$ cat src/rtl/ahfp_add_mc.sv
// ahfp_add_mc: multi-cycle IEEE-754 single-precision adder with start/done handshake
module ahfp_add_mc (
    input  logic        clk,
    input  logic        reset_n,
    input  logic        clk_en,
    input  logic        start,
    input  logic [31:0] dataa,
    input  logic [31:0] datab,
    output logic        done,
    output logic [31:0] result
);
    typedef enum logic [2:0] {IDLE, ALIGN, ADD, NORM, ROUND} state_t;
    state_t state;
    logic [31:0] op_a, op_b, spec_val;
    logic spec, sgn, sub, zs;
    logic signed [9:0] exp_r;
    logic [26:0] mb, ms, mn;
    logic [27:0] sum;
    logic [7:0] ea, eb, al_d;
    logic [22:0] fa, fb;
    logic za, zb, ia, ib, na, nb, a_big, al_spec;
    logic [26:0] xa, xb, al_small, al_sh;
    logic [53:0] al_ext;
    logic [31:0] al_val;
    logic [27:0] sum_n;
    logic [4:0] lz;
    logic [26:0] nm_m;
    logic signed [9:0] nm_e, re;
    logic rup;
    logic [24:0] rm;
    logic [31:0] rd_val;

    function automatic logic [4:0] lzc27(input logic [26:0] v);
        lzc27 = 5'd27;
        for (int i = 0; i < 27; i++)
            if (v[i]) lzc27 = 5'(26 - i);
    endfunction

    // unpack, flush denormals, order by magnitude and align the smaller operand with sticky collection
    always_comb begin
        ea = op_a[30:23];
        eb = op_b[30:23];
        fa = op_a[22:0];
        fb = op_b[22:0];
        za = ea == 8'd0;
        zb = eb == 8'd0;
        ia = ea == 8'hFF && fa == 23'd0;
        ib = eb == 8'hFF && fb == 23'd0;
        na = ea == 8'hFF && fa != 23'd0;
        nb = eb == 8'hFF && fb != 23'd0;
        xa = za ? 27'd0 : {1'b1, fa, 3'b000};
        xb = zb ? 27'd0 : {1'b1, fb, 3'b000};
        a_big = {ea, fa} >= {eb, fb};
        al_small = a_big ? xb : xa;
        al_d = a_big ? ea - eb : eb - ea;
        al_ext = {al_small, 27'd0} >> (al_d > 8'd27 ? 8'd27 : al_d);
        al_sh = al_ext[53:27] | {26'd0, |al_ext[26:0]};
        al_spec = na | nb | ia | ib;
        al_val = (na | nb | (ia & ib & (op_a[31] ^ op_b[31]))) ? 32'h7FC00000 :
                 ia ? {op_a[31], 8'hFF, 23'd0} : {op_b[31], 8'hFF, 23'd0};
    end

    // magnitude add or subtract; ordering guarantees a non-negative difference
    always_comb begin
        sum_n = sub ? {1'b0, mb} - {1'b0, ms} : {1'b0, mb} + {1'b0, ms};
    end

    // normalise: right by one on carry-out, otherwise left by the leading-zero count
    always_comb begin
        lz = lzc27(sum[26:0]);
        nm_m = sum[27] ? {sum[27:2], sum[1] | sum[0]} : sum[26:0] << lz;
        nm_e = sum[27] ? exp_r + 10'sd1 : exp_r - $signed({5'd0, lz});
    end

    // round to nearest even, renormalise on carry, then resolve specials, zero, underflow and overflow
    always_comb begin
        rup = mn[2] & (mn[3] | mn[1] | mn[0]);
        rm = {1'b0, mn[26:3]} + {24'd0, rup};
        re = rm[24] ? exp_r + 10'sd1 : exp_r;
        rd_val = spec ? spec_val :
                 zs ? {sgn & ~sub, 31'd0} :
                 (exp_r <= 10'sd0) ? {sgn, 31'd0} :
                 (re >= 10'sd255) ? {sgn, 8'hFF, 23'd0} :
                 {sgn, re[7:0], rm[24] ? rm[23:1] : rm[22:0]};
    end

    // control FSM and pipeline registers; everything freezes while clk_en is low
    always_ff @(posedge clk) begin
        if (!reset_n) begin
            state <= IDLE;
            done <= 1'b0;
            result <= 32'd0;
            op_a <= 32'd0;
            op_b <= 32'd0;
            spec_val <= 32'd0;
            spec <= 1'b0;
            sgn <= 1'b0;
            sub <= 1'b0;
            zs <= 1'b0;
            exp_r <= 10'sd0;
            mb <= 27'd0;
            ms <= 27'd0;
            mn <= 27'd0;
            sum <= 28'd0;
        end else if (clk_en) begin
            done <= state == ROUND;
            case (state)
                IDLE: if (start) begin
                    op_a <= dataa;
                    op_b <= datab;
                    state <= ALIGN;
                end
                ALIGN: begin
                    mb <= a_big ? xa : xb;
                    ms <= al_sh;
                    exp_r <= $signed({2'b00, a_big ? ea : eb});
                    sgn <= a_big ? op_a[31] : op_b[31];
                    sub <= op_a[31] ^ op_b[31];
                    spec <= al_spec;
                    spec_val <= al_val;
                    state <= ADD;
                end
                ADD: begin
                    sum <= sum_n;
                    state <= NORM;
                end
                NORM: begin
                    mn <= nm_m;
                    exp_r <= nm_e;
                    zs <= sum == 28'd0;
                    state <= ROUND;
                end
                ROUND: begin
                    result <= rd_val;
                    state <= IDLE;
                end
                default: state <= IDLE;
            endcase
        end
    end
endmodule

$ cat config.mk
export PLATFORM = sky130hd
export DESIGN_NAME = ahfp_add_mc
export DESIGN_NICKNAME = d
export VERILOG_FILES = /design/src/rtl/ahfp_add_mc.sv
export SDC_FILE = /design/constraint.sdc
export NUM_CORES = 1
export LEC_CHECK = 0
export BUFFER_PORTS_ARGS = -buffer_cell sky130_fd_sc_hd__buf_2
export CAP_MARGIN = 15
export CORE_ASPECT_RATIO = 0.6
export CORE_MARGIN = 1
export CORE_UTILIZATION = 35
export CTS_CLUSTER_DIAMETER = 150
export DETAILED_ROUTE_END_ITERATION = 16
export PLACE_DENSITY = 0.56
export SLEW_MARGIN = 40
export SYNTH_ARGS = -nofsm -noshare
export SYNTH_HDL_FRONTEND = slang
export SYNTH_SLANG_ARGS = --single-unit
$ cat constraint.sdc
create_clock -name clk -period 5.3 [get_ports clk]
set_input_delay 0.795 -clock clk [delete_from_list [all_inputs] [get_ports clk]]
set_output_delay 0.795 -clock clk [all_outputs]
set_load 0.02 [all_outputs]
==> metrics.txt, run 1 <==
crit path DAT between 5 and 6 ns; peak supply drop about 0.00031 V; layout cells sized above 1 around 17%; grt total ovfl 0; Reg2Reg Depth 19; # rows about 60; Final period util a little over nine tenths; number of diodes 0; DR WL met3 between 8 and 9 mm; Fin. Hold Viols 0; clk_skew ~0.021 ns; H-tree lvl count 1; Syn Area/Cell ~7.3 µm²; Max Buffers Root-to-Sink 3; first-pass GRT wire length 102.4 mm; Synth Area in Compound Gates about a quarter; Slew @ Worst Pin about 0.87 ns; Routability Congestion 0.9802; total negative slack 0 ns; max frequency about 190 MHz; pre-CTS setup slack approximately 0.13 ns; Post-synth EDFFs 0; clk_lat worst skew between 0.5 and 0.6 ns; WHS Path Cells 2; met2 routed WL 24.23 mm; leakage power ~0.0075 µW; layout overhead on the synthesized area 18.58%; HPWL reported at the end of detailed placement ~53 mm; CTS clk-pin slew, worst paths around 0.060 ns; Top Layer Used met4; Root Buffer clkbuf_16; DR vias 18073; Rel. slew slack a little over two fifths; Mapped Area 16460 µm²; required time of the critical path 5.75 ns; # setup viols final 0; CTS Buf Count 26; FF+latch count, synth around 220; final WL roughly 68 mm; Mapped Nets ~2400; fraction of registers with async set/reset 0%; initial drt markers 2147; Final Worst Setup Slack roughly 0.11 ns; fill count 4809; largest net degree at the start of global routing between 80 and 90; die area approximately 48000 µm²; DIE WIDTH between 200 and 300 µm; Synth Area in Adders under 10%; YS warnings 0; Post-route DRC 0; Max FO, Critical Path 10; CTS tree yes; sequential share of the synthesized area a little over a quarter; DRT antenna net count 0; max-cap violations 0; Worst setup SP type register; CP Capture Type register; vias in the first global route about 16000; Top FF cell, synth dfxtp_1; simple-gate portion of the synthesized area roughly 25%; Yosys cell types 89; GRT Overall Usage between 20% and 30%; Die Y-Extent around 170 µm; status completed; Tmin final between 5 and 6 ns; met1 wire length ~35 mm; Finished Core Util 42.12%; final hold slack around 0.46 ns; drt wl/cell approximately 22 µm; Final Max Tran Viols 0; XOR/XNOR share of the synthesized area between 4 and 5%; worst setup path category register to register; port bufs 100; vias per cell ~6; Core Area between 40000 and 50000 µm²; Initial Util 35.52%; hold buffer count at cts 0; largest family of logic cells by synthesized area compound AO/OA/AOI/OAI gates; IO Count 101; mux contribution to synthesized area under 10%; initial antenna violation count 0; cell count after synthesis 2265; HP Class register to register; Clock Sinks 223; Final nets approximately 2600; Pre-antenna DRT Iters 5; Power Density roughly 390 nW/µm²
==> what timing repair did <==
item	CTS	global route
endpoints found under the hold margin	0	0
gates resized for setup	0	17
setup buffers	0	4
endpoints found under the setup margin	0	12
==> flip-flops by register name, summed over array words and instances, names as in the netlist <==
signal    cells
mn           27
op_b         32
state         3
spec          1
spec_val      3
result       32
sum          28
done          1
zs            1
sub           1
op_a         32
sgn           1
exp_r        10
mb           24
ms           27
==> cell usage in the layout (no fill, tap or decap), types with 22 or more instances in the layout <==
master / count
nand2_1: 328
dfxtp_1: 221
o21ai_0: 104
mux2i_1: 48
a22oi_1: 30
nand3_1: 66
ha_1: 73
nor4_1: 30
nor3_1: 100
nor2_1: 224
a211oi_1: 30
buf_4: 172
clkbuf_16: 26
inv_1: 71
buf_2: 100
a221oi_1: 56
a21oi_1: 247
xnor2_1: 64
nand4_1: 22
o211ai_1: 23
==> synth_stat cells (5+ instances only) <==
cell / number / share of area [%]
o21bai_1: 9 / 0.41
mux2i_1: 49 / 3.0
nor3_1: 100 / 3.0
a221oi_1: 56 / 3.0
o22ai_1: 18 / 0.68
nand2b_1: 18 / 0.68
inv_1: 72 / 1.6
o2111ai_1: 6 / 0.32
ha_1: 73 / 5.6
or2_2: 7 / 0.27
and2_1: 17 / 0.65
o211a_1: 5 / 0.30
and3_1: 20 / 0.76
and4_1: 5 / 0.27
buf_1: 11 / 0.25
nand3_1: 68 / 2.1
nor4_1: 31 / 1.2
nor2_1: 226 / 5.2
dfxtp_1: 223 / 27
o31ai_1: 9 / 0.41
a21oi_1: 250 / 7.6
o211ai_1: 23 / 1.0
or4_1: 5 / 0.23
mux2_2: 17 / 1.2
o21a_1: 10 / 0.46
nor2b_1: 18 / 0.68
a22oi_1: 30 / 1.4
mux4_2: 12 / 1.6
nand2_1: 334 / 7.6
a211o_1: 7 / 0.37
clkbuf_1: 134 / 3.1
a31oi_1: 21 / 0.80
xor2_1: 15 / 0.80
o2bb2ai_1: 5 / 0.27
a211oi_1: 31 / 1.4
o21ai_0: 107 / 3.3
buf_2: 9 / 0.27
a311oi_1: 6 / 0.32
xnor2_1: 64 / 3.4
a21o_1: 21 / 0.96
or3_1: 13 / 0.49
nand4_1: 22 / 0.84
==> per-stage QoR <==
stage                     cells  cell area [µm²]  power [µW]
after floorplan            2265            16460        4174
after global placement     3008            18440        5383
after detailed placement   3008            18460        5354
after CTS                  3056            19380        7343
after global routing       3061            19510        7886
final                      3061            19510        7542
==> worst max-delay path, cell delays in order (launching register included) <==
cell and delay (ns):
dfxtp_1 0.36, inv_1 0.06, ha_1 0.42, and4_1 0.23
nand2_1 0.16, a21oi_1 0.10, or3_1 0.44, buf_4 0.18
o22ai_1 0.38, and2_1 0.34, nand3_1 0.15, buf_4 0.21
a31oi_1 0.36, o32ai_1 0.18, a221oi_1 0.40, buf_4 0.19
nand4_1 0.17, a221oi_1 0.42, and2_1 0.22, a21oi_1 0.07
==> cell type report <==
cell class	instances	area (µm²)	share of cell area, %
repair buffers	277	1874	9.606
flip-flops and latches	223	4467	22.89
well taps	630	788.3	4.040
clock buffers	34	720.7	3.693
clock inverters	14	197.7	1.013
inverters	73	279.0	1.430
multi-input cells	1810	11190	57.33
==> path summary, 6_finish.rpt <==
kind / start / endpoint / slack (ns)
hold / removal: result[16]$_SDFFE_PN0P_ / result[16]$_SDFFE_PN0P_ / 0.46
setup reg to reg: op_a[25]$_SDFFE_PN0P_ / ms[0]$_SDFFE_PN0P_ / 0.11
hold reg to reg: result[16]$_SDFFE_PN0P_ / result[16]$_SDFFE_PN0P_ / 0.46
setup / recovery: op_a[25]$_SDFFE_PN0P_ / ms[0]$_SDFFE_PN0P_ / 0.11
==> power by group <==
part / internal, µW / leakage, µW / total, µW / switching (µW)
registers: 1740 / 0.00181 / 1820 / 85.5
logic: 1400 / 0.00523 / 3740 / 2340
clock network: 1160 / 0.000452 / 1980 / 820
==> cell families (layout without fill, tap and decap cells) <==
family / after synthesis / in the layout
and+or+nand+nor: 909 / 910
adders and majority gates: 76 / 76
AOI/OAI and AO/OA: 666 / 666
buffers and inverters: 233 / 398
DFF: 223 / 223
xor gates and xnor gates: 79 / 79
muxes: 79 / 79
==> per-layer routing <==
metal	up-vias	track usage, %
met5	-	0
met2	842	34.93
met4	0	3.922
met3	61	8.553
met1	8680	44.89
li1	8490	-
No activity file was read; power rests on OpenSTA's default activity.
==> run 2: changes to the inputs <==
--- a/config.mk
+++ b/config.mk
@@ -7,8 +7,7 @@
 export LEC_CHECK = 0
 export BUFFER_PORTS_ARGS = -buffer_cell sky130_fd_sc_hd__buf_2
 export CAP_MARGIN = 15
-export CORE_ASPECT_RATIO = 0.6
-export CORE_MARGIN = 1
+export CORE_ASPECT_RATIO = 1.1
 export CORE_UTILIZATION = 35
 export CTS_CLUSTER_DIAMETER = 150
 export DETAILED_ROUTE_END_ITERATION = 16
==> metrics.txt, run 2 (synthesized netlist as in run 1, its figures left out) <==
required time of the critical path 5.74 ns (about the same); initial drt markers 1228 (-43%); CP peak stage delay 0.52 ns (+0.08 ns); layout overhead on the synthesized area 17.67%; Root Buffer clkbuf_16; final WL 61.59 mm (-9.6%); peak supply drop 0.0002413 V (-21%); Clock Sinks 223 (unchanged); port bufs 100 (unchanged); IO Count 101 (unchanged); drt wl/cell 20.58 µm (-7.5%); leakage power 0.007385 µW (-1.4%); highest-delay cell along the critical path or4_1; Post-route DRC 0 (unchanged); CP Capture Type register; Fin. Hold Viols 0 (unchanged); DRT antenna net count 0 (unchanged); CTS Buf Count 27 (+3.8%); vias per cell 5.814 (-1.5%); Power Density 385.2 nW/µm² (-0.35%); Final period util 95.03% (-2.9 points); layout cells sized above 1 15.51% (-1.1 points); vias in the first global route 16455 (-0.27%); clk_skew 0.02461 ns (+0.003738 ns); most frequent cells in the layout nand2_1 (333), a21oi_1 (248), nor2_1 (224); Slew @ Worst Pin 0.9091 ns (+0.03887 ns); first-pass GRT wire length 95.05 mm (-7.2%); Final Max Tran Viols 0 (unchanged); pre-CTS setup slack 0.08620 ns (-0.04552 ns); die area 47890 µm² (about the same); HP Class register to register; total negative slack 0 ns (unchanged); Core Area 45960 µm² (-0.79%); flop-to-flop setup slack 0.26 ns (+0.15 ns); max frequency 198.6 MHz (+3.0%); Worst setup SP type register; Final Worst Setup Slack 0.2636 ns (+0.1534 ns); register area 4466 µm² (about the same); DR vias 17401 (-3.7%); initial antenna violation count 0 (unchanged); Max FO, Critical Path 14 (+4); # setup viols final 0 (unchanged); CTS tree yes; Rel. slew slack 38.75% (-3.0 points); status completed; Max Buffers Root-to-Sink 3 (unchanged); number of diodes 0 (unchanged); Tmin final 5.036 ns (-0.1534 ns); hold buffer count at cts 0 (unchanged); Pre-antenna DRT Iters 6 (+1); RSZ-0062 raised after global routing false; top flop regs op_a: 32 flops, op_b: 32 flops, result: 32 flops; most common cell after layout, fill and taps aside nand2_1; Die Y-Extent 229.4 µm (+35%); fill count 4827 (+0.37%); GRT Overall Usage 24.93% (-2.9 points); crit path DAT 5.48 ns (-0.16 ns); grt total ovfl 0 (unchanged); clk_lat worst skew 0.58 ns (about the same); worst setup path category register to register; total power 7458 µW (-1.1%); # rows 82 (+34%); CTS clk-pin slew, worst paths 0.06 ns (about the same); Routability Congestion 0.9539 (-2.7%); Multi-input gate area 11170 µm² (-0.12%); HPWL reported at the end of detailed placement 47.72 mm (-9.7%); Initial Util 35.80% (+0.28 points); largest net degree at the start of global routing 112 (+29%); H-tree lvl count 1 (unchanged); CP Cell Sequence inv_1 -> ha_1 -> a21o_1 -> a31oi_1 -> o221ai_2 -> or3_4 -> or4_1 -> o2111ai_1 -> o211ai_2 -> buf_4 -> nor2_4 -> a221o_1 -> a22oi_1 -> a222oi_1 -> nand3_1 -> or3b_1 -> nor4_2 -> a21oi_1; max-cap violations 0 (unchanged); DIE WIDTH 208.7 µm (-26%); Final nets 2528 (-1.1%)
run 2: changes by cell type in the layout (fill, tap and decap cells not counted), sizes merged:
cell | previous run | this run
nor3 | 105 | 104
clkbuf | 34 | 38
buf | 277 | 250
inv | 75 | 73
bufinv | 4 | 6
clkinv | 7 | 5
run 2: area by class of cell:
cell class                      instances  share of cell area, %
Timing Repair Buffer                  250                  8.723
Tap cell                              588                  3.799
Clock buffer                           38                  4.064
Inverter                               73                  1.441
Clock inverter                         12                  1.215
Multi-Input combinational cell       1809                  57.70
Sequential cell                       223                  23.06
run 2: repair_timing:
item	in CTS	in global routing
gates resized for setup	0	8
buffers inserted	0	6
endpoints found under the setup margin	0	10
run 2: critical path, delay by kind of cell (launching register included):
kind,cells,cell delay (ns)
compound gates,9,1.81
fa+ha+maj,1,0.32
buf+inv,2,0.35
flops,1,0.42
simple gates,6,2.00
run 2: power breakdown:
group          total, µW  internal [µW]  leakage [µW]  switching, µW
clock               2100           1330      0.000499            770
combinational       3540           1380       0.00508           2160
sequential          1820           1740       0.00181           83.8
total               7460           4450       0.00738           3010
run 2: final timing paths:
| check | startpoint | depth (start not counted) | end |
|---|---|---|---|
| max | op_a[26]$_SDFFE_PN0P_ | 18 | ms[0]$_SDFFE_PN0P_ |
| min | result[4]$_SDFFE_PN0P_ | 2 | result[4]$_SDFFE_PN0P_ |
| max reg2reg | op_a[26]$_SDFFE_PN0P_ | 18 | ms[0]$_SDFFE_PN0P_ |
| min reg2reg | result[4]$_SDFFE_PN0P_ | 2 | result[4]$_SDFFE_PN0P_ |
run 2: metal layers:
layer	wire [µm]	GRT usage, %	vias to the layer above
li1	-	-	8447
met1	26220	30.91	8306
met2	30290	43.81	517
met3	2527	2.153	131
met4	2555	10.82	0
met5	0	0	-
run 2: metrics by stage:
step | util, % | instances | hold slack [ns] | cell area (µm²)
after floorplan | - | 2265 | 0.4451 | 16460
after global placement | 39.57 | 2937 | 0.4425 | 18190
after detailed placement | 39.65 | 2937 | 0.4496 | 18230
after CTS | 41.87 | 2987 | 0.4200 | 19250
after global routing | 42.13 | 2993 | 0.4526 | 19360
final | 42.13 | 2993 | 0.4551 | 19360
==> run 3: changes to the inputs <==
--- a/config.mk
+++ b/config.mk
@@ -12,6 +12,7 @@
 export CTS_CLUSTER_DIAMETER = 150
 export DETAILED_ROUTE_END_ITERATION = 16
 export PLACE_DENSITY = 0.56
+export RECOVER_POWER = 25
 export SLEW_MARGIN = 40
 export SYNTH_ARGS = -nofsm -noshare
 export SYNTH_HDL_FRONTEND = slang
==> constraint.sdc (replaced) <==
create_clock -name clk -period 5.3 [get_ports clk]
set_input_delay 0.795 -clock clk [delete_from_list [all_inputs] [get_ports clk]]
set_output_delay 0.795 -clock clk [all_outputs]
set_load 0.1 [all_outputs]
==> metrics.txt, run 3 (synthesized netlist as in run 1, its figures left out) <==
status finished, violations left; failing checks capacitance limit, slew limit; max-cap violations 1 (+1); Tmin final 5.029 ns (-0.007011 ns); Root Buffer clkbuf_16; CTS clk-pin slew, worst paths 0.06 ns (about the same); final WL 61.62 mm (about the same); Clock Sinks 223 (unchanged); largest net degree at the start of global routing 112 (unchanged); CTS tree yes; Initial Util 35.80% (unchanged); Power Density 385.9 nW/µm² (+0.20%); drt wl/cell 20.59 µm (about the same); most frequent cells in the layout nand2_1 (333), a21oi_1 (248), nor2_1 (224); clk_lat worst skew 0.58 ns (about the same); highest-delay cell along the critical path a221oi_1; Rel. slew slack -80.05% (-120 points); Non-Filler Instances 2993 (unchanged); DIE WIDTH 208.7 µm (unchanged); layout cells sized above 1 15.18% (-0.33 points); Worst setup SP type register; Final period util 94.89% (-0.13 points); top flop regs op_a: 32 flops, op_b: 32 flops, result: 32 flops; Die Y-Extent 229.4 µm (unchanged); worst setup path category register to register; total power 7466 µW (about the same); CP Capture Type register; GRT Overall Usage 24.93% (unchanged); initial antenna violation count 0 (unchanged); most common cell after layout, fill and taps aside nand2_1; HP Class input port to register; first-pass GRT wire length 95.05 mm (unchanged); DRT antenna net count 0 (unchanged); IO Count 101 (unchanged); CP Cell Sequence inv_1 -> ha_1 -> a21o_1 -> a31oi_1 -> o221ai_2 -> or3_4 -> nor2_1 -> buf_4 -> o2111ai_1 -> o211ai_2 -> buf_4 -> nor3_1 -> a221oi_1 -> a2bb2oi_1 -> mux2i_1 -> nand3_1 -> or3b_1 -> nor4_2 -> a21oi_1; total negative slack 0 ns (unchanged); Final nets 2528 (unchanged); port bufs 100 (unchanged); crit path DAT 5.47 ns (about the same); Max Buffers Root-to-Sink 3 (unchanged); DR vias 17385 (-0.092%); grt total ovfl 0 (unchanged); # rows 82 (unchanged); leakage power 0.007356 µW (-0.38%); layout overhead on the synthesized area 17.55%; CTS Buf Count 27 (unchanged); hold buffer count at cts 0 (unchanged); die area 47890 µm² (unchanged); peak supply drop 0.0002405 V (-0.34%); HPWL reported at the end of detailed placement 47.72 mm (unchanged); RSZ-0062 raised after global routing false; Post-route DRC 0 (unchanged); number of diodes 0 (unchanged); max frequency 198.8 MHz (+0.14%); clk_skew 0.02386 ns (-0.0007479 ns); required time of the critical path 5.74 ns (about the same); CP peak stage delay 0.47 ns (-0.05 ns); Fin. Hold Viols 0 (unchanged); Slew @ Worst Pin 2.701 ns (+1.792 ns); # setup viols final 0 (unchanged); initial drt markers 1235 (+0.57%); Pre-antenna DRT Iters 6 (unchanged); H-tree lvl count 1 (unchanged); most used cell along the critical path buf_4; vias in the first global route 16455 (unchanged); Max FO, Critical Path 14 (unchanged); vias per cell 5.809 (about the same); Core Area 45960 µm² (unchanged); Final Max Tran Viols 65 (+65); placed cell count 2937 (unchanged); Routability Congestion 0.9539 (unchanged)
run 3: cell count changes in the layout (fill, tap and decap cells not counted), sizes merged:
cell    before  now
clkbuf      38   44
buf        250  244
run 3: metal layers:
layer	track usage, %	vias up	wire length (µm)
met5	0	-	0
met4	10.82	0	2578
met3	2.153	131	2649
met2	43.81	561	30390
met1	30.91	8234	26000
li1	-	8459	-
run 3: worst max-delay path: cells and delay by family, from the launching register on:
kind	cells	cell delay, ns
compound gates	8	1.71
simple gates	6	1.65
buf+inv	3	0.57
flops	1	0.42
fa+ha+maj	1	0.32
mux	1	0.22
run 3: final cells by class:
class,count,area (µm²)
Clock inverter,12,235.2
Tap cell,588,735.7
Inverter,73,279.0
Sequential cell,223,4466
Multi-Input combinational cell,1809,11160
Timing Repair Buffer,250,1679
Clock buffer,38,787.0
Fill cell,4832,26620
run 3: repair_timing:
action,CTS,global route
resized for setup,0,8
endpoints found under the setup margin,0,10
buffers inserted,0,6
run 3: final timing paths:
check | cells past startpoint | from | to | slack, ns
hold reg to reg | 2 | result[4]$_SDFFE_PN0P_ | result[4]$_SDFFE_PN0P_ | 0.46
hold / removal | 3 | dataa[30] | op_a[30]$_SDFFE_PN0P_ | 0.46
setup / recovery | 19 | op_a[26]$_SDFFE_PN0P_ | ms[0]$_SDFFE_PN0P_ | 0.27
setup reg to reg | 19 | op_a[26]$_SDFFE_PN0P_ | ms[0]$_SDFFE_PN0P_ | 0.27
run 3: per-stage QoR:
step / setup WS, ns / utilization, % / hold WS [ns] / cell area (µm²)
after floorplan: 0.6139 / - / 0.4451 / 16460
after global placement: 0.1778 / 39.57 / 0.4425 / 18190
after detailed placement: 0.08620 / 39.65 / 0.4496 / 18230
after CTS: 0.01814 / 41.87 / 0.4200 / 19250
after global routing: 0.008189 / 42.08 / 0.4526 / 19340
final: 0.2707 / 42.08 / 0.4570 / 19340
run 3: power breakdown:
| group | internal (µW) | switching, µW |
|---|---|---|
| clock network | 1330 | 772 |
| registers | 1740 | 83.8 |
| logic | 1380 | 2160 |
| total | 4450 | 3020 |
